===== src/rtl/pipeline_imem_loader_pkg.sv =====
// Shared definitions for the instruction-memory loader and the processor's imem.
// Latency: n/a (types and constants only).
// Backpressure: n/a.
package pipeline_imem_loader_pkg;

    // Loader FSM encoding
    typedef enum logic [2:0] {
        ST_IDLE   = 3'd0,
        ST_LOAD   = 3'd1,
        ST_SETTLE = 3'd2,
        ST_RUN    = 3'd3,
        ST_ERR    = 3'd4
    } loader_state_t;

    // Instruction memory geometry shared with pipeline_processor
    localparam int IMEM_ADDR_W = 8;
    localparam int IMEM_DATA_W = 32;
    localparam int IMEM_DEPTH  = 256;

    // Cycles the processor is held in reset after the final write
    localparam int LOADER_SETTLE_CYCLES = 4;

endpackage


===== src/rtl/pipeline_imem_loader_settle_counter.sv =====
// Down-counter timing the post-load settle interval; o_zero flags expiry.
// Latency: load takes effect next cycle; o_zero is a pure decode of the count.
// Backpressure: none; i_load wins over i_dec, the count holds at zero.
module loader_settle_counter #(
    parameter int SETTLE_CYCLES = 4
) (
    input  logic i_clk,
    input  logic i_reset,
    input  logic i_load,
    input  logic i_dec,
    output logic o_zero
);

    localparam int CNT_W = (SETTLE_CYCLES > 1) ? $clog2(SETTLE_CYCLES) : 1;
    localparam logic [CNT_W-1:0] LOAD_VAL = CNT_W'(SETTLE_CYCLES - 1);
    localparam logic [CNT_W-1:0] CNT_ONE  = CNT_W'(1);

    logic [CNT_W-1:0] r_cnt;

    // Load SETTLE_CYCLES-1 on entry, count down while settling, stop at zero
    always_ff @(posedge i_clk) begin
        if (!i_reset) begin
            r_cnt <= '0;
        end else if (i_load) begin
            r_cnt <= LOAD_VAL;
        end else if (i_dec && (r_cnt != '0)) begin
            r_cnt <= r_cnt - CNT_ONE;
        end
    end

    assign o_zero = (r_cnt == '0);

endmodule


===== src/rtl/pipeline_imem_loader.sv =====
// Streams a program into instruction memory from address 0, then releases cpu reset after a settle interval.
// Latency: memory write 1 cycle after each handshake; cpu_reset drops SETTLE_CYCLES cycles after the last write.
// Backpressure: s_ready is high only while loading; the stream stalls in every other state.
module pipeline_imem_loader
    import pipeline_imem_loader_pkg::*;
#(
    parameter int ADDR_W        = IMEM_ADDR_W,
    parameter int DATA_W        = IMEM_DATA_W,
    parameter int DEPTH         = IMEM_DEPTH,
    parameter int SETTLE_CYCLES = LOADER_SETTLE_CYCLES
) (
    input  logic              i_clk,
    input  logic              i_reset,
    input  logic              i_start,
    input  logic              i_s_valid,
    output logic              o_s_ready,
    input  logic [DATA_W-1:0] i_s_data,
    input  logic              i_s_last,
    output logic              o_mem_we,
    output logic [ADDR_W-1:0] o_mem_addr,
    output logic [DATA_W-1:0] o_mem_wdata,
    output logic              o_cpu_reset,
    output logic              o_done,
    output logic              o_error,
    output logic [ADDR_W:0]   o_word_count
);

    // Highest legal address; the counter stops here instead of wrapping
    localparam logic [ADDR_W-1:0] LAST_ADDR = ADDR_W'(DEPTH - 1);
    localparam logic [ADDR_W-1:0] ADDR_ONE  = ADDR_W'(1);
    localparam logic [ADDR_W:0]   CNT_MAX   = (ADDR_W + 1)'(DEPTH);
    localparam logic [ADDR_W:0]   CNT_ONE   = (ADDR_W + 1)'(1);

    loader_state_t     r_state;
    loader_state_t     w_next_state;
    logic [ADDR_W-1:0] r_addr;
    logic [ADDR_W:0]   r_word_count;
    logic              r_mem_we;
    logic [ADDR_W-1:0] r_mem_addr;
    logic [DATA_W-1:0] r_mem_wdata;

    logic w_s_ready;
    logic w_cpu_reset;
    logic w_done;
    logic w_error;
    logic w_clear;
    logic w_hs;
    logic w_at_last_addr;
    logic w_settle_zero;

    assign w_hs           = w_s_ready & i_s_valid;
    assign w_at_last_addr = (r_addr == LAST_ADDR);

    loader_settle_counter #(
        .SETTLE_CYCLES (SETTLE_CYCLES)
    ) u_settle (
        .i_clk   (i_clk),
        .i_reset (i_reset),
        .i_load  (w_hs & i_s_last),
        .i_dec   (r_state == ST_SETTLE),
        .o_zero  (w_settle_zero)
    );

    // State register
    always_ff @(posedge i_clk) begin
        if (!i_reset) begin
            r_state <= ST_IDLE;
        end else begin
            r_state <= w_next_state;
        end
    end

    // Next-state logic and state-decoded control outputs
    always_comb begin
        w_next_state = r_state;
        w_clear      = 1'b0;
        w_s_ready    = 1'b0;
        w_cpu_reset  = 1'b1;
        w_done       = 1'b0;
        w_error      = 1'b0;
        case (r_state)
            ST_IDLE: begin
                if (i_start) begin
                    w_next_state = ST_LOAD;
                    w_clear      = 1'b1;
                end
            end
            ST_LOAD: begin
                w_s_ready = 1'b1;
                if (w_hs) begin
                    if (i_s_last) begin
                        w_next_state = ST_SETTLE;
                    end else if (w_at_last_addr) begin
                        w_next_state = ST_ERR;
                    end
                end
            end
            ST_SETTLE: begin
                if (w_settle_zero) begin
                    w_next_state = ST_RUN;
                end
            end
            ST_RUN: begin
                w_cpu_reset = 1'b0;
                w_done      = 1'b1;
                if (i_start) begin
                    w_next_state = ST_LOAD;
                    w_clear      = 1'b1;
                end
            end
            ST_ERR: begin
                w_error = 1'b1;
                if (i_start) begin
                    w_next_state = ST_LOAD;
                    w_clear      = 1'b1;
                end
            end
            default: begin
                w_next_state = ST_IDLE;
            end
        endcase
    end

    // Write register, address counter and saturating word count
    always_ff @(posedge i_clk) begin
        if (!i_reset) begin
            r_addr       <= '0;
            r_word_count <= '0;
            r_mem_we     <= 1'b0;
            r_mem_addr   <= '0;
            r_mem_wdata  <= '0;
        end else begin
            r_mem_we <= w_hs;
            if (w_hs) begin
                r_mem_addr  <= r_addr;
                r_mem_wdata <= i_s_data;
            end
            if (w_clear) begin
                r_addr       <= '0;
                r_word_count <= '0;
            end else if (w_hs) begin
                if (!w_at_last_addr) begin
                    r_addr <= r_addr + ADDR_ONE;
                end
                if (r_word_count != CNT_MAX) begin
                    r_word_count <= r_word_count + CNT_ONE;
                end
            end
        end
    end

    assign o_s_ready    = w_s_ready;
    assign o_cpu_reset  = w_cpu_reset;
    assign o_done       = w_done;
    assign o_error      = w_error;
    assign o_mem_we     = r_mem_we;
    assign o_mem_addr   = r_mem_addr;
    assign o_mem_wdata  = r_mem_wdata;
    assign o_word_count = r_word_count;

endmodule


===== config.mk =====
export PLATFORM = sky130hd
export DESIGN_NAME = pipeline_imem_loader
export DESIGN_NICKNAME = d
export VERILOG_FILES = /design/src/rtl/pipeline_imem_loader_pkg.sv /design/src/rtl/pipeline_imem_loader_settle_counter.sv /design/src/rtl/pipeline_imem_loader.sv
export SDC_FILE = /design/constraint.sdc
export NUM_CORES = 1
export LEC_CHECK = 0
export CAP_MARGIN = 15
export CORE_UTILIZATION = 40
export CTS_CLUSTER_SIZE = 10
export DETAILED_ROUTE_END_ITERATION = 10
export DONT_BUFFER_PORTS = 1
export SLEW_MARGIN = 10
export SYNTH_ARGS = -nofsm -noshare
export SYNTH_HDL_FRONTEND = slang
export SYNTH_SLANG_ARGS = --single-unit

===== constraint.sdc =====
create_clock -name i_clk -period 2.5 [get_ports i_clk]
set_clock_uncertainty 0.2 [all_clocks]
set_input_delay 0.5 -clock i_clk [delete_from_list [all_inputs] [get_ports i_clk]]
set_output_delay 0.5 -clock i_clk [all_outputs]
set_load 0.005 [all_outputs]

After elaboration in Yosys (flattened, before gate mapping). Cells that the tools add are included.

Add/subtract/negate cells: 3. Reduce and logical (&&, ||, !) cells: 10. Bitwise gates (word level): 4. Muxes and demuxes: 14. Equal/unequal tests: 10.

Operators with widths (number): 2-to-1 mux 3 bit (5); adder 9 x 1 -> 9 bit, second input constant (1); inequality test 9 bit, second input constant (1); case mux 3 bit (3 select lines) (1); adder 8 x 1 -> 8 bit, second input constant (1); == test 8 bit, second input constant (1); == test 3 x 2 -> 1 bit, second input constant (2); 2-to-1 mux 1 bit (6); 2-to-1 mux 2 bit (2); inequality test 2 bit, second input constant (2); AND reduction 2 bit (2); AND reduction 4 bit (1); nonzero test 2 bit (2); == test 3 x 1 -> 1 bit, second input constant (1); == test 3 bit, second input constant (1); logical NOT 3 bit (1); inequality test 3 bit, second input constant (1); OR reduction 3 bit (1); bitwise AND 1 bit (2); logical NOT 2 bit (1); inequality test 2 x 1 -> 1 bit, second input constant (1); NOT 1 bit (2); OR reduction 2 bit (1); subtractor 2 x 1 -> 2 bit, second input constant (1); logical AND 1 bit (1).

Output and inout bits: 54. Register bits after elaboration: 63.

Logic depth before layout (Yosys ltp).
Depth in word-level cells: 5. Mapped depth: 6. Gate-level depth less buffers: 5.

Cells and area by module. Synthesis repeated with hierarchy kept, for this count alone.

Cells, all modules: 315. Area, all modules: 2708.8 um^2.

By module, submodules not included: pipeline_imem_loader (area an instance 2590.0 um^2, times used 1, cells an instance 302); loader_settle_counter (area an instance 118.9 um^2, times used 1, cells an instance 13).

Worst setup path after synthesis. No wires, ideal clock.

Kind: register to register. Start: register r_addr[0]. End: register r_state[0]. Setup time: 59 ps. Data arrival time: 1476 ps. Required time: 2241 ps. Clock period less this slack: 1734 ps. Stages on the path, launching flop included: 6. Path buffers: 1. Slack: 766 ps. Cell sequence: dfxtp_1 -> ha_1 -> and4_1 -> clkbuf_1 -> a2111oi_1 -> o21a_1.

Word-level cells in the longest chain between the ends: 3.

Ends and longest elaborated chain: start, declared (RTL line pipeline_imem_loader.sv:36) `logic [ADDR_W-1:0] r_addr;`; start signal, assigned (RTL line pipeline_imem_loader.sv:143) `r_addr <= r_addr + ADDR_ONE;`; == test 8 bit (RTL line pipeline_imem_loader.sv:52) `assign w_at_last_addr = (r_addr == LAST_ADDR);`; inequality test 3 bit (no line); AND reduction 4 bit (no line); end signal, assigned (RTL line pipeline_imem_loader.sv:69) `r_state <= w_next_state;`; end, declared (RTL line pipeline_imem_loader.sv:34) `loader_state_t r_state;`.

Every way passes these cells. A chain may end at the register's enable or synchronous reset.

Final worst setup path.
Start: register r_state[0]. End: output o_done.

Word-level cells in the longest chain between the ends: 2.

Ends and longest elaborated chain: == test 3 x 2 -> 1 bit (RTL line pipeline_imem_loader.sv:81) `case (r_state)`; 2-to-1 mux 1 bit (RTL line pipeline_imem_loader.sv:81); end, declared (RTL line pipeline_imem_loader.sv:23) `output logic o_done,`.

Every way passes these cells.

==> reports/results.txt <==
Worst EP required -> 1.80 ns
Global-route wire length before repair -> 9.204 mm
VDD IR-drop max -> 293.3 uV
Critical path class -> reg -> out
Detailed route wirelength on metal3 -> 591 um
I/O Pins -> 91
Status -> completed
Max Clk Rate -> 0.4931 GHz
Worst hold path type -> in -> reg
Setup WS post-layout -> 0.4720 ns
M1 wire length -> 2.658 mm
Crit start category -> flip-flop
DP Area -> 0.002909 sq mm
Cells after Synth -> 327
Longest Clk Path Bufs -> 2
Ys flop type -> dfxtp_1
Die ar. -> 0.007489 sq mm
Clock latency on the worst-skew pair -> 0.33 ns
Most frequent cells in the layout -> nand2_1, dfxtp_1, a21boi_1
CTS H-tree lvls -> 3
Clock-pin slew on the worst setup and hold paths -> 0.07 ns
Hold violation total from the final report -> 0
DR DRC count -> 0
CTS Buf Count -> 9
Initial Utilization -> 41.85%
Worst path max stage delay -> 0.62 ns
RSZ-0062 raised after global routing -> no
Final nets -> 360
Yosys warning count -> 0
Rel. slew slack -> 65.61%
Yosys top cell area share -> 44.11%
DP HPWL -> 3.941 mm
Post-route ant nets -> 0
Post-place setup slack -> 0.5569 ns
Vias in the first global route -> 1,969
Fill cells -> 694
First-pass iteration count of the detailed router -> 4
Final period utilization -> 81.12%
Number of inserted diodes -> 0
Setup Buffers After CTS -> 0
Most common cell after layout, fill and taps aside -> nand2_1
Post-synthesis cell area -> 0.002859 sq mm
Setup Viol. Count Final -> 0
CP max FO -> 13
Delay-heaviest family, CP -> flip-flops
Syn avg cell area -> 8.743 sq um
Drt wl/cell -> 14.18 um
Max-cap violation count -> 0
Final setup TNS -> 0 ns
Overflow after GRT -> 0
DR top layer -> met4
Critical path buffers and inverters -> 1
PD cells -> 685.3 mW/mm^2
Fin crit period -> 2.028 ns
Post_cts resized -> 0
Clock Root Buffer -> clkbuf_8
Via Count -> 2,272
Post-synth EDFFs -> 0
FP Rows -> 30
Vias per inst -> 5.422
Leakage -> 1.025 nW
CTS tree -> built
Initial antenna violation count -> 0
Aggregate global-route resource usage -> 15.98%
Layout cells sized above 1 -> 8.050%
Final core occ -> 45.48%
Post-synthesis sequential area ratio -> 44.11%
CP arrival -> 1.33 ns
Setup crit end kind -> output pin
Detailed-route wire length -> 5.940 mm
Synthesis-stage register bit count -> 63
Largest cells by area after synthesis -> dfxtp_1, a21boi_1, nand2_1
Largest net degree at the start of global routing -> 64
Die Height -> 86.54 um
Synthesized Nets -> 368
Die X -> 86.54 um
CORE AREA -> 0.006832 sq mm
Area growth, synth to finish -> 8.665%
Post-route cell area -> 0.003107 sq mm
Worst Max-Slew Pin Slew -> 0.5145 ns
CP cell instances -> nor2b_1, nand2_1, inv_1
Slew Viols, Final -> 0
CTS Hold Buffers Added -> 0
Port bufs -> 0
Synth cell types -> 47
Yosys top cell by area -> dfxtp_1
Starting DRC count in detailed routing -> 68
Met2 WL -> 2.616 mm
CTS Sinks -> 63
Asr flop ratio synth -> 0%
Hold_ws -> 0.09188 ns
Crit-path slowest cell -> dfxtp_1
Final GP Congestion -> 0.7681
-- layer usage --
layer  GRT usage (%)  vias to the layer above
li1                -                     1132
met1           19.92                     1036
met2           23.88                       98
met3           5.524                        6
met4           9.394                        0
met5               0                        -
-- worst paths after layout --
kind	from	endpoint	slack (ns)	depth (start not counted)
worst min-delay path	i_s_data[28]	o_mem_wdata[28]	0.09	2
worst max register to register	r_state[0]	o_mem_wdata[16]	0.56	4
worst max-delay path	r_state[0]	o_done	0.47	3
worst min register to register	o_mem_wdata[12]	o_mem_wdata[12]	0.27	2
-- cell usage after synthesis, types with 2 or more instances --
master	instances
nor3_1	5
a41oi_1	2
and4_1	4
a21oi_1	6
nand4_1	14
a21boi_1	43
o31ai_1	2
clkbuf_1	12
and3_1	2
nor4b_1	2
nand4b_1	6
or4_1	2
a211oi_1	5
inv_1	9
ha_1	4
nand2_1	85
o21ai_0	3
buf_2	11
nor2_1	2
dfxtp_1	63
a31oi_1	2
nand3_1	5
mux2i_1	10
or3_1	2
nor2b_1	3
and2_1	2
-- metrics by stage --
stage / power (mW) / instances
5_1_grt: 2.226 / 419
3_5_place_dp: 1.270 / 404
3_3_place_gp: 1.266 / 404
4_1_cts: 2.162 / 419
6_report: 2.129 / 419
2_1_floorplan: 1.248 / 327
-- state kept, by name (all words and copies together), names as in the netlist --
register	flops
o_mem_wdata	32
o_word_count	9
o_mem_addr	8
r_addr	8
r_state	3
u_settle.r_cnt	2
o_mem_we	1
-- where the power goes --
part / internal, mW / switching (mW) / leakage, nW
logic: 0.0727 / 0.0938 / 0.416
clock network: 0.508 / 0.377 / 0.0985
registers: 1.04 / 0.0375 / 0.510
total: 1.62 / 0.509 / 1.02
-- worst register-to-register path, delay by kind of cell, from the launching register on --
family / cells / cell delay [ns]
flops: 1 / 0.62
simple gates: 2 / 0.62
buf+inv: 1 / 0.31
compound gates: 1 / 0.13
-- kinds of logic (layout without fill, tap and decap cells) --
| kind of cell | count (synthesis) | count (layout) | synth area share, % |
|---|---|---|---|
| fa+ha+maj | 4 | 4 | 1.751 |
| simple gates | 143 | 143 | 26.13 |
| compound gates | 70 | 70 | 18.21 |
| xor+xnor | 1 | 1 | 0.3064 |
| flops | 63 | 63 | 44.11 |
| buf+inv | 34 | 30 | 5.207 |
| mux | 12 | 12 | 4.289 |
-- final cells by class --
class / instances / area, sq um / share of cell area [%]
multi-input cells: 230 / 1449 / 46.64
well taps: 96 / 120.1 / 3.866
clock inverters: 3 / 42.54 / 1.369
repair buffers: 6 / 45.04 / 1.450
flip-flops and latches: 63 / 1261 / 40.60
clock buffers: 12 / 155.1 / 4.994
inverters: 9 / 33.78 / 1.087
Power figures use the tool's default switching activity.
